File: src/rtl/traffic_pkg.sv
// Shared encodings for the traffic lamp monitor: phase numbers,
// lamp patterns {R1,Y1,G1,R2,Y2,G2}, fault codes and FSM states.
package traffic_pkg;

    localparam logic [1:0] PH_G1R2 = 2'd0;
    localparam logic [1:0] PH_Y1R2 = 2'd1;
    localparam logic [1:0] PH_R1G2 = 2'd2;
    localparam logic [1:0] PH_R1Y2 = 2'd3;

    localparam logic [5:0] LAMP_P0   = 6'b001100;
    localparam logic [5:0] LAMP_P1   = 6'b010100;
    localparam logic [5:0] LAMP_P2   = 6'b100001;
    localparam logic [5:0] LAMP_P3   = 6'b100010;
    localparam logic [5:0] LAMP_DARK = 6'b000000;

    localparam logic [1:0] FLT_NONE    = 2'd0;
    localparam logic [1:0] FLT_ILLEGAL = 2'd1;
    localparam logic [1:0] FLT_SEQ     = 2'd2;
    localparam logic [1:0] FLT_TIMEOUT = 2'd3;

    typedef enum logic {
        ST_IDLE,
        ST_RUN
    } state_e;

endpackage

File: src/rtl/lamp_decode.sv
// Combinational lamp pattern decoder.
// Ports: lamp[5:0] in; is_dark, is_illegal, phase[1:0] out.
module lamp_decode
    import traffic_pkg::*;
(
    input  logic [5:0] lamp,
    output logic       is_dark,
    output logic       is_illegal,
    output logic [1:0] phase
);

    always_comb begin
        is_dark    = 1'b0;
        is_illegal = 1'b0;
        phase      = PH_G1R2;
        case (lamp)
            LAMP_P0:   phase = PH_G1R2;
            LAMP_P1:   phase = PH_Y1R2;
            LAMP_P2:   phase = PH_R1G2;
            LAMP_P3:   phase = PH_R1Y2;
            LAMP_DARK: is_dark = 1'b1;
            default:   is_illegal = 1'b1;
        endcase
    end

endmodule

File: src/rtl/traffic_lamp_monitor.sv
// Passive checker on a two-way traffic light: measures phase durations,
// reports completed cycles and latches the first fault until cleared.
// Ports: clk, rst_n, R1..G2 lamps, clr_fault in; phase, dur_g1/y1/g2/y2,
// cycle_valid, fault, fault_code out.
module traffic_lamp_monitor
    import traffic_pkg::*;
#(
    parameter int unsigned          CNT_W   = 8,
    parameter logic [CNT_W-1:0]     TIMEOUT = 8'd250
) (
    input  logic             clk,
    input  logic             rst_n,
    input  logic             R1,
    input  logic             Y1,
    input  logic             G1,
    input  logic             R2,
    input  logic             Y2,
    input  logic             G2,
    input  logic             clr_fault,
    output logic [1:0]       phase,
    output logic [CNT_W-1:0] dur_g1,
    output logic [CNT_W-1:0] dur_y1,
    output logic [CNT_W-1:0] dur_g2,
    output logic [CNT_W-1:0] dur_y2,
    output logic             cycle_valid,
    output logic             fault,
    output logic [1:0]       fault_code
);

    localparam logic [CNT_W-1:0] CNT_MAX = {CNT_W{1'b1}};
    localparam logic [CNT_W-1:0] CNT_ONE = CNT_W'(1);

    logic [5:0]       lamp_q;
    state_e           state_q, state_d;
    logic [1:0]       phase_q, phase_d;
    logic [CNT_W-1:0] count_q, count_d;
    logic [CNT_W-1:0] shd_q [4];
    logic [CNT_W-1:0] shd_d [4];
    logic [CNT_W-1:0] dur_q [4];
    logic [CNT_W-1:0] dur_d [4];
    logic [3:0]       cap_q, cap_d;
    logic             armed_q, armed_d;
    logic             cv_q, cv_d;
    logic             fault_q, fault_d;
    logic [1:0]       code_q, code_d;

    logic             is_dark;
    logic             is_illegal;
    logic [1:0]       dec_phase;
    logic [1:0]       succ;
    logic [CNT_W-1:0] cnt_inc;
    logic [1:0]       new_code;

    lamp_decode u_dec (
        .lamp       (lamp_q),
        .is_dark    (is_dark),
        .is_illegal (is_illegal),
        .phase      (dec_phase)
    );

    assign succ    = phase_q + 2'd1;
    assign cnt_inc = (count_q == CNT_MAX) ? count_q : count_q + CNT_ONE;

    always_comb begin
        state_d  = state_q;
        phase_d  = phase_q;
        count_d  = count_q;
        shd_d    = shd_q;
        dur_d    = dur_q;
        cap_d    = cap_q;
        armed_d  = armed_q;
        cv_d     = 1'b0;
        fault_d  = fault_q;
        code_d   = code_q;
        new_code = FLT_NONE;

        unique case (state_q)
            ST_IDLE: begin
                if (is_illegal) begin
                    new_code = FLT_ILLEGAL;
                end else if (!is_dark) begin
                    state_d = ST_RUN;
                    phase_d = dec_phase;
                    count_d = CNT_ONE;
                    cap_d   = 4'b0000;
                    armed_d = 1'b0;
                end
            end
            ST_RUN: begin
                if (is_illegal) begin
                    new_code = FLT_ILLEGAL;
                end else if (is_dark) begin
                    new_code = FLT_SEQ;
                end else if (dec_phase == phase_q) begin
                    if (cnt_inc == TIMEOUT) begin
                        new_code = FLT_TIMEOUT;
                    end else begin
                        count_d = cnt_inc;
                    end
                end else if (dec_phase == succ) begin
                    shd_d[phase_q] = count_q;
                    cap_d[phase_q] = 1'b1;
                    count_d        = CNT_ONE;
                    phase_d        = succ;
                    // Wrap to phase 0 closes a cycle; the first wrap after
                    // entry only arms, since the entry phase was partial.
                    if (phase_q == PH_R1Y2) begin
                        if (armed_q && (&cap_q[2:0])) begin
                            dur_d = shd_d;
                            cv_d  = 1'b1;
                        end
                        armed_d = 1'b1;
                        cap_d   = 4'b0000;
                    end
                end else begin
                    new_code = FLT_SEQ;
                end
            end
            default: state_d = ST_IDLE;
        endcase

        if (new_code != FLT_NONE) begin
            state_d = ST_IDLE;
            count_d = '0;
            cap_d   = 4'b0000;
            armed_d = 1'b0;
        end

        // A fresh fault beats a coincident clear; otherwise the first
        // fault since the last clear is kept.
        if ((new_code != FLT_NONE) && (!fault_q || clr_fault)) begin
            fault_d = 1'b1;
            code_d  = new_code;
        end else if (clr_fault) begin
            fault_d = 1'b0;
            code_d  = FLT_NONE;
        end
    end

    always_ff @(posedge clk or negedge rst_n) begin
        if (!rst_n) begin
            lamp_q  <= LAMP_DARK;
            state_q <= ST_IDLE;
            phase_q <= PH_G1R2;
            count_q <= '0;
            for (int i = 0; i < 4; i++) begin
                shd_q[i] <= '0;
                dur_q[i] <= '0;
            end
            cap_q   <= 4'b0000;
            armed_q <= 1'b0;
            cv_q    <= 1'b0;
            fault_q <= 1'b0;
            code_q  <= FLT_NONE;
        end else begin
            lamp_q  <= {R1, Y1, G1, R2, Y2, G2};
            state_q <= state_d;
            phase_q <= phase_d;
            count_q <= count_d;
            shd_q   <= shd_d;
            dur_q   <= dur_d;
            cap_q   <= cap_d;
            armed_q <= armed_d;
            cv_q    <= cv_d;
            fault_q <= fault_d;
            code_q  <= code_d;
        end
    end

    assign phase       = phase_q;
    assign dur_g1      = dur_q[0];
    assign dur_y1      = dur_q[1];
    assign dur_g2      = dur_q[2];
    assign dur_y2      = dur_q[3];
    assign cycle_valid = cv_q;
    assign fault       = fault_q;
    assign fault_code  = code_q;

endmodule

File: config.mk
export PLATFORM = sky130hd
export DESIGN_NAME = traffic_lamp_monitor
export DESIGN_NICKNAME = d
export VERILOG_FILES = /design/src/rtl/traffic_pkg.sv /design/src/rtl/lamp_decode.sv /design/src/rtl/traffic_lamp_monitor.sv
export SDC_FILE = /design/constraint.sdc
export NUM_CORES = 1
export LEC_CHECK = 0
export CORE_ASPECT_RATIO = 0.9
export CORE_MARGIN = 1
export CORE_UTILIZATION = 55
export CTS_CLUSTER_SIZE = 25
export DETAILED_ROUTE_END_ITERATION = 8
export GPL_ROUTABILITY_DRIVEN = 1
export GPL_TIMING_DRIVEN = 0
export PLACE_DENSITY_LB_ADDON = 0.25
export SLEW_MARGIN = 5
export SYNTH_ARGS = -nofsm -noshare
export SYNTH_HDL_FRONTEND = slang
export SYNTH_SLANG_ARGS = --single-unit
File: constraint.sdc
create_clock -name clk -period 2.6 [get_ports clk]
set_input_delay 0.39 -clock clk [delete_from_list [all_inputs] [get_ports clk]]
set_output_delay 0.39 -clock clk [all_outputs]
set_load 0.1 [all_outputs]
==> results of run 1 <==
-- metrics by stage --
stage / total power [mW] / hold WS (ns) / util [%]
finish: 2.56 / 0.461 / 69.2
global route: 2.65 / 0.455 / 69.2
CTS: 2.57 / 0.449 / 68.6
detailed placement: 1.73 / 0.372 / 66.1
global placement: 1.72 / 0.474 / 65.7
floorplan: 1.61 / 0.0944 / -
-- metal layers --
metal  track usage [%]  routed length, um
met1              37.7               4340
met2              42.1               4800
met3              7.19                543
met4              9.09                152
met5                 0                  0
-- final cells by class --
type / count / area share, %
sequential: 81 / 41.3
multi-input combinational: 254 / 38.6
timing repair buffer: 48 / 10.1
buffer: 33 / 3.03
clock buffer: 11 / 2.87
tap: 93 / 2.36
inverter: 16 / 1.22
clock inverter: 4 / 0.585
-- worst max-delay path by stage --
| stage | depth (start not counted) | slack [ns] | endpoint | start |
|---|---|---|---|---|
| 6_report | 6 | 0.07 | fault_code[1] | lamp_q[4] |
| 5_1_grt | 6 | -0.02 | fault_code[1] | lamp_q[2] |
| 4_1_cts | 9 | 0.003 | dur_g1[3] | lamp_q[0] |
| 3_5_place_dp | 10 | -0.18 | cap_q[0] | count_q[1] |
| 3_3_place_gp | 1 | -1.95 | phase[1] | rst_n |
| 2_1_floorplan | 7 | 0.01 | shd_q[24] | phase[0] |
-- power breakdown --
group / total, mW / switching [mW] / internal (mW) / leakage (nW)
sequential: 1.31 / 0.0297 / 1.28 / 1.10
combinational: 0.410 / 0.263 / 0.147 / 0.991
clock: 0.846 / 0.476 / 0.370 / 0.0818
total: 2.56 / 0.768 / 1.79 / 2.18
-- logic make-up (layout without fill, tap and decap cells) --
group / after synthesis / count (layout)
adder cells (fa/ha/maj): 6 / 6
AND/OR/NAND/NOR: 89 / 89
XOR/XNOR: 8 / 8
buffers and inverters: 51 / 112
AO/OA/AOI/OAI: 102 / 102
flip-flops: 81 / 81
multiplexers: 49 / 49
-- cell usage after synthesis (all sizes together) (2+ instances only) --
cell | count | share of area (%)
dfrtp | 81 | 50
a21oi | 31 | 3.8
a31oi | 31 | 4.7
clkbuf | 28 | 2.6
mux2i | 25 | 6.1
mux2 | 24 | 6.6
inv | 16 | 1.5
nor2 | 15 | 1.4
o21ai | 14 | 2.0
nand2 | 12 | 1.1
nor4 | 10 | 2.0
nand3 | 9 | 1.1
nand4 | 8 | 1.2
buf | 7 | 1.0
nor3 | 7 | 0.86
ha | 6 | 1.8
o22a | 6 | 1.3
and2 | 5 | 0.76
and3 | 5 | 0.76
xnor2 | 5 | 1.3
nor3b | 4 | 0.73
and4bb | 3 | 1.0
nor4b | 3 | 0.64
o2111ai | 3 | 0.64
xor2 | 3 | 0.64
a211oi | 2 | 0.37
a22oi | 2 | 0.37
nor2b | 2 | 0.31
o22ai | 2 | 0.31
o31ai | 2 | 0.37
-- worst reg2reg max path, delay by kind of cell, from the launching register on --
| kind | cells | cell delay, ns |
|---|---|---|
| compound gates | 3 | 0.62 |
| xor+xnor | 1 | 0.20 |
| flops | 1 | 0.47 |
| simple gates | 2 | 1.14 |
-- sequential cells by signal, summed over array words and instances (netlist names), 3 cells and up --
| register | flops |
|---|---|
| dur_y2 | 8 |
| cap_q | 3 |
| dur_g2 | 8 |
| dur_y1 | 8 |
| shd_q | 24 |
| lamp_q | 6 |
| dur_g1 | 8 |
| count_q | 8 |
-- layout by cell type, fill, tap and decap left out, drive strengths merged, types with 2 or more instances in the layout --
master,n
nand2,12
ha,6
clkbuf,36
dfrtp,81
mux2i,25
clkinvlp,2
nor4,10
nand3,9
buf,10
a211oi,2
o22ai,2
nor2b,2
xor2,3
nor3b,4
o22a,6
and2,5
o21ai,14
clkdlybuf4s50,45
a31oi,31
and3,5
a22oi,2
nand4,8
inv,17
nor4b,3
o2111ai,3
nor3,7
a21oi,31
o31ai,2
mux2,24
and4bb,3
xnor2,5
nor2,15
-- repair_timing --
item,4_1_cts,5_1_grt
gates resized for setup,3,19
hold buffers,1,0
hold endpoints to repair,33,0
setup endpoints to repair,64,61
setup buffers,0,0
==> reports/qor.yml, run 1 <==
layout:
  nets: 458
  multi_input_area_sq_um: 1900
  fill_cells: 563
  antennaDiodeCount: 0
  regArea_sq_um: 2030
  fin_area_sq_um: 4920
  syn_to_final_growth_pct: 20.2
  layout-drive-gt1-share_pct: 15.7
  instances_no_fill: 540
clocking:
  ctsRootBufferMaster: "clkbuf_8"
  clock_sinks: 81
  cts_inserted_buffers: 9
  clkSlewWorstSetupHoldPaths_ns: 0.08
  cts_tree: "built"
  htree_num_levels: 3
  clock_latency_ns: 0.36
  clockBufferDepth: 2
status:
  status: "completed"
route:
  drt-total-wl_um: 9830
  drc: 0
  routedWlPerCell_um: 18.2
  drt_iter0_markers: 283
  antenna_left: 0
  drtPass1Iterations: 5
  viasPerCell: 6.19
  vias: 3343
setup_path:
  path_max_fanout: 7
  r2r_cells: 6
  cp_top_family: "simple AND/OR/NAND/NOR gates"
  r2r_start: "lamp_q[4]"
  r2r_end: "fault_code[1]"
  cp.required_ns: 2.85
  r2r_slack_ns: 0.07
  crit_path_end_kind: "register"
  crit_buf_inv: 0
  worstSetupPathType: "register to register"
  worst_path_largest_cell_delay_ns: 0.75
  cp-start-kind: "register"
  critPathArrivalTime_ns: 2.78
  cpMaxStageDelayCell: "nor4_1"
  worstPathCellList: "and4bb_4 -> o21ai_4 -> xnor2_2 -> nor4_1 -> a31oi_1 -> a32o_1"
logic_synthesis:
  synth_xor_area_share_pct: 1.89
  synthMuxAreaShare_pct: 12.7
  syn_avg_cell_area_sq_um: 10.6
  synth_top_family_by_area: "compound AO/OA/AOI/OAI gates"
  ys_warn_count: 0
  syn_inst: 386
  synth_fa_ha_area_share_pct: 1.83
  synth-main-ff-cell: "dfrtp_1"
  synth-async-reset-ratio_pct: 100
  synth_edf_count: 0
  synth_compound_area_share_pct: 15.8
  syn-num-nets: 401
  ys_seq_elements: 81
  synth_area_sq_um: 4090
  synthSimpleGateAreaFrac_pct: 13.2
  yosysSeqAreaShare_pct: 49.5
  synth_cell_types: 52
floorplanning:
  num_rows: 29
  die_h_um: 83.9
  io_pins: 47
  die_area_sq_um: 7790
  core_area_sq_um: 7110
  die_x_um: 92.9
  start_util_pct: 57.6
sta:
  report.final.hold_viol_count: 0
  finalClockSkew_ns: 0.00880
  drv_slew: 0
  period_share_pct: 97.2
  fin_crit_ns: 2.53
  rsz0062_at_grt: "yes"
  final.setup.tns_ns: 0
  tightest_slew_ns: 1.00
  max_freq_mhz: 396
  layout_setup_ws_ns: 0.0718
  maxSlewHeadroom_pct: 33.0
  finalSetupViolations: 0
place:
  gp_congestion: 0.897
  hpwl_um: 6660
  io_buffers: 46
  placed_cell_area_sq_um: 4700
  dp_slack_ns: -0.176
  dp_cells: 526
pwr:
  ir_drop_mv: 0.353
  p_leak_nw: 2.18
  p_per_area_nw_per_um2: 520
global_routing:
  grt_max_degree: 49
  grt_pass1_vias: 3282
  grt_antenna_before_repair: 0
  grt_use_total_pct: 27.3
  overflow: 0
  grt_pass1_wl_um: 16500
min_path:
  holdPathEnd: "lamp_q[0]"
  min_from: "G2"
  hp-class: "primary input to register"
  min_path_cells: 1
run:
  cap_violations: 0
No activity file was read; power rests on OpenSTA's default activity.
==> inputs of run 2 (changes only) <==
--- a/config.mk
+++ b/config.mk
@@ -5,9 +5,10 @@
 export SDC_FILE = /design/constraint.sdc
 export NUM_CORES = 1
 export LEC_CHECK = 0
+export ABC_AREA = 1
 export CORE_ASPECT_RATIO = 0.9
 export CORE_MARGIN = 1
-export CORE_UTILIZATION = 55
+export CORE_UTILIZATION = 57
 export CTS_CLUSTER_SIZE = 25
 export DETAILED_ROUTE_END_ITERATION = 8
 export GPL_ROUTABILITY_DRIVEN = 1
==> run 2 against run 1 <==
  * Combinational power shrank 49%
  * Core utilization is 0.66 points higher
  * Hold slack worse by 0.44 ns
  * Wire length decreased by 1.9%
  * Global-route usage fell by 1.2 points
  * Clock-buffer cell count stayed put
  * Critical path type is now register to primary output
  * Largest power group unchanged
  * Highest routed layer unchanged
==> reports/qor.yml, run 2 <==
status:
  status: "completed"
clocking:
  clockBufferDepth: 2
  cts_tree: "built"
  hold_buffers: 0
  ctsResizeCount: 0
  cts_setup_buffers: 0
  clkSlewWorstSetupHoldPaths_ns: 0.09
  cts_inserted_buffers: 9
  clock_latency_ns: 0.36
  ctsRootBufferMaster: "clkbuf_8"
  htree_num_levels: 3
  clock_sinks: 89
setup_path:
  crit_path_end_kind: "primary output"
  crit_end: "phase[0]"
  r2r_cells: 14
  cp.required_ns: 2.21
  cpMaxStageDelayCell: "clkdlybuf4s50_1"
  cp_top_family: "buffers and inverters"
  r2r_end: "cap_q[0]"
  worst_path_largest_cell_delay_ns: 1.16
  path_max_fanout: 8
  cp-start-kind: "register"
  worstSetupPathType: "register to primary output"
  crit_cells: 1
  critPathArrivalTime_ns: 1.97
  startpoint: "phase[0]"
  r2r_slack_ns: 0.33
  worstPathCellList: "clkdlybuf4s50_1"
  crit_buf_inv: 1
  r2r_start: "count_q[0]"
pwr:
  power.total_mw: 2.62
  ir_drop_mv: 0.402
  p_per_area_nw_per_um2: 497
  p_leak_nw: 2.52
layout:
  nets: 624
  syn_to_final_growth_pct: 18.5
  final_common_cell: "nand2_1"
  regMostFlops: "shd_q"
  layout-drive-gt1-share_pct: 11.4
  antennaDiodeCount: 0
  mostFrequentLayoutCells: "160 x nand2_1, 87 x dfrtp_1, 70 x inv_1, 46 x o21ai_0, 45 x clkdlybuf4s50_1"
  final_util_pct: 69.9
  largest_reg_flops: 32
global_routing:
  grt_pass1_vias: 3575
  grt_use_total_pct: 26.2
  overflow: 0
  grt_antenna_before_repair: 0
  grt_max_degree: 46
  grt_pass1_wl_um: 16500
floorplanning:
  io_pins: 47
  die_h_um: 85.8
  die_x_um: 95.1
  core_area_sq_um: 7540
  start_util_pct: 59.0
  num_rows: 30
  die_area_sq_um: 8160
logic_synthesis:
  synth-async-reset-ratio_pct: 100
  netlist_top_cells_count: "160 x nand2_1, 89 x dfrtp_1, 70 x inv_1, 46 x o21ai_0, 39 x nor2_1"
  post-synth-top-count-cell: "nand2_1"
  synth_edf_count: 0
  yosysTopAreaCell: "dfrtp_1"
  synth_cell_types: 34
  synth-main-ff-cell: "dfrtp_1"
  ys_seq_elements: 89
  synth_area_sq_um: 4450
  yosysSeqAreaShare_pct: 50.1
  syn-num-nets: 566
  yosys-top-cells-area: "dfrtp_1 50%, nand2_1 14%, inv_1 5.9%"
  synth_top_area_share_pct: 50.1
  syn_inst: 551
  ys_warn_count: 0
  syn_avg_cell_area_sq_um: 8.07
sta:
  tightest_slew_ns: 0.981
  drv_slew: 0
  maxSlewHeadroom_pct: 34.4
  layout_setup_ws_ns: 0.237
  max_freq_mhz: 423
  finalSetupViolations: 0
  rsz0062_at_grt: "no"
  report.final.hold_viol_count: 0
  final.setup.tns_ns: 0
  fin_crit_ns: 2.36
  finalClockSkew_ns: 0.00942
  period_share_pct: 90.9
place:
  dp_slack_ns: 0.345
  hpwl_um: 6950
  io_buffers: 46
  gp_congestion: 0.877
route:
  drt_iter0_markers: 213
  antenna_left: 0
  routedWlPerCell_um: 13.6
  drc: 0
  drtPass1Iterations: 5
  drt-total-wl_um: 9650
  vias: 3759
  viasPerCell: 5.29
min_path:
  hp-class: "primary input to asynchronous set/reset pin"
run:
  cap_violations: 0
## run 2: per-stage QoR
step                      instance area [sq um]  hold slack, ns  cells
after floorplan                            4450          0.0944    551
after global placement                     5030           0.463    693
after detailed placement                   5060           0.431    694
after CTS                                  5270          0.0517    710
after global routing                       5270          0.0666    710
final                                      5270          0.0241    710
## run 2: cell type report
type | count | area (sq um)
Sequential cell | 89 | 2230
Multi-Input combinational cell | 363 | 1800
Clock buffer | 11 | 151
Inverter | 78 | 294
Timing Repair Buffer | 47 | 485
Clock inverter | 5 | 62.6
Tap cell | 96 | 120
Buffer | 21 | 123
Fill cell | 590 | 2270
## run 2: power breakdown
group / total, mW / leakage (nW) / internal, mW / switching [mW]
Sequential: 1.40 / 1.22 / 1.39 / 0.0105
Clock: 1.01 / 0.102 / 0.502 / 0.504
Combinational: 0.208 / 1.20 / 0.0602 / 0.148
Total: 2.62 / 2.52 / 1.95 / 0.663
## run 2: per-layer routing
metal	GRT usage (%)	vias up	wire, um
li1	-	1844	-
met1	35.0	1791	4480
met2	42.5	105	4560
met3	5.67	19	424
met4	8.40	0	180
met5	0	-	0
## run 2: kinds of logic after synthesis
family	Yosys count	share of synthesized area [%]
AND/OR/NAND/NOR	252	25.5
AO/OA/AOI/OAI	101	12.4
buffers and inverters	99	9.37
flip-flops	89	50.1
adder cells (fa/ha/maj)	6	1.69
multiplexers	3	0.759
XOR/XNOR	1	0.197
## run 2: how the worst min path moves through the flow
stage / to / slack [ns] / depth (start not counted)
after floorplan: armed_q / 0.09 / 0
after global placement: dur_y2[5] / 0.46 / 2
after detailed placement: fault_code[0] / 0.43 / 1
after CTS: fault_code[0] / 0.05 / 1
after global routing: fault_code[1] / 0.07 / 1
final: fault_code[0] / 0.02 / 1
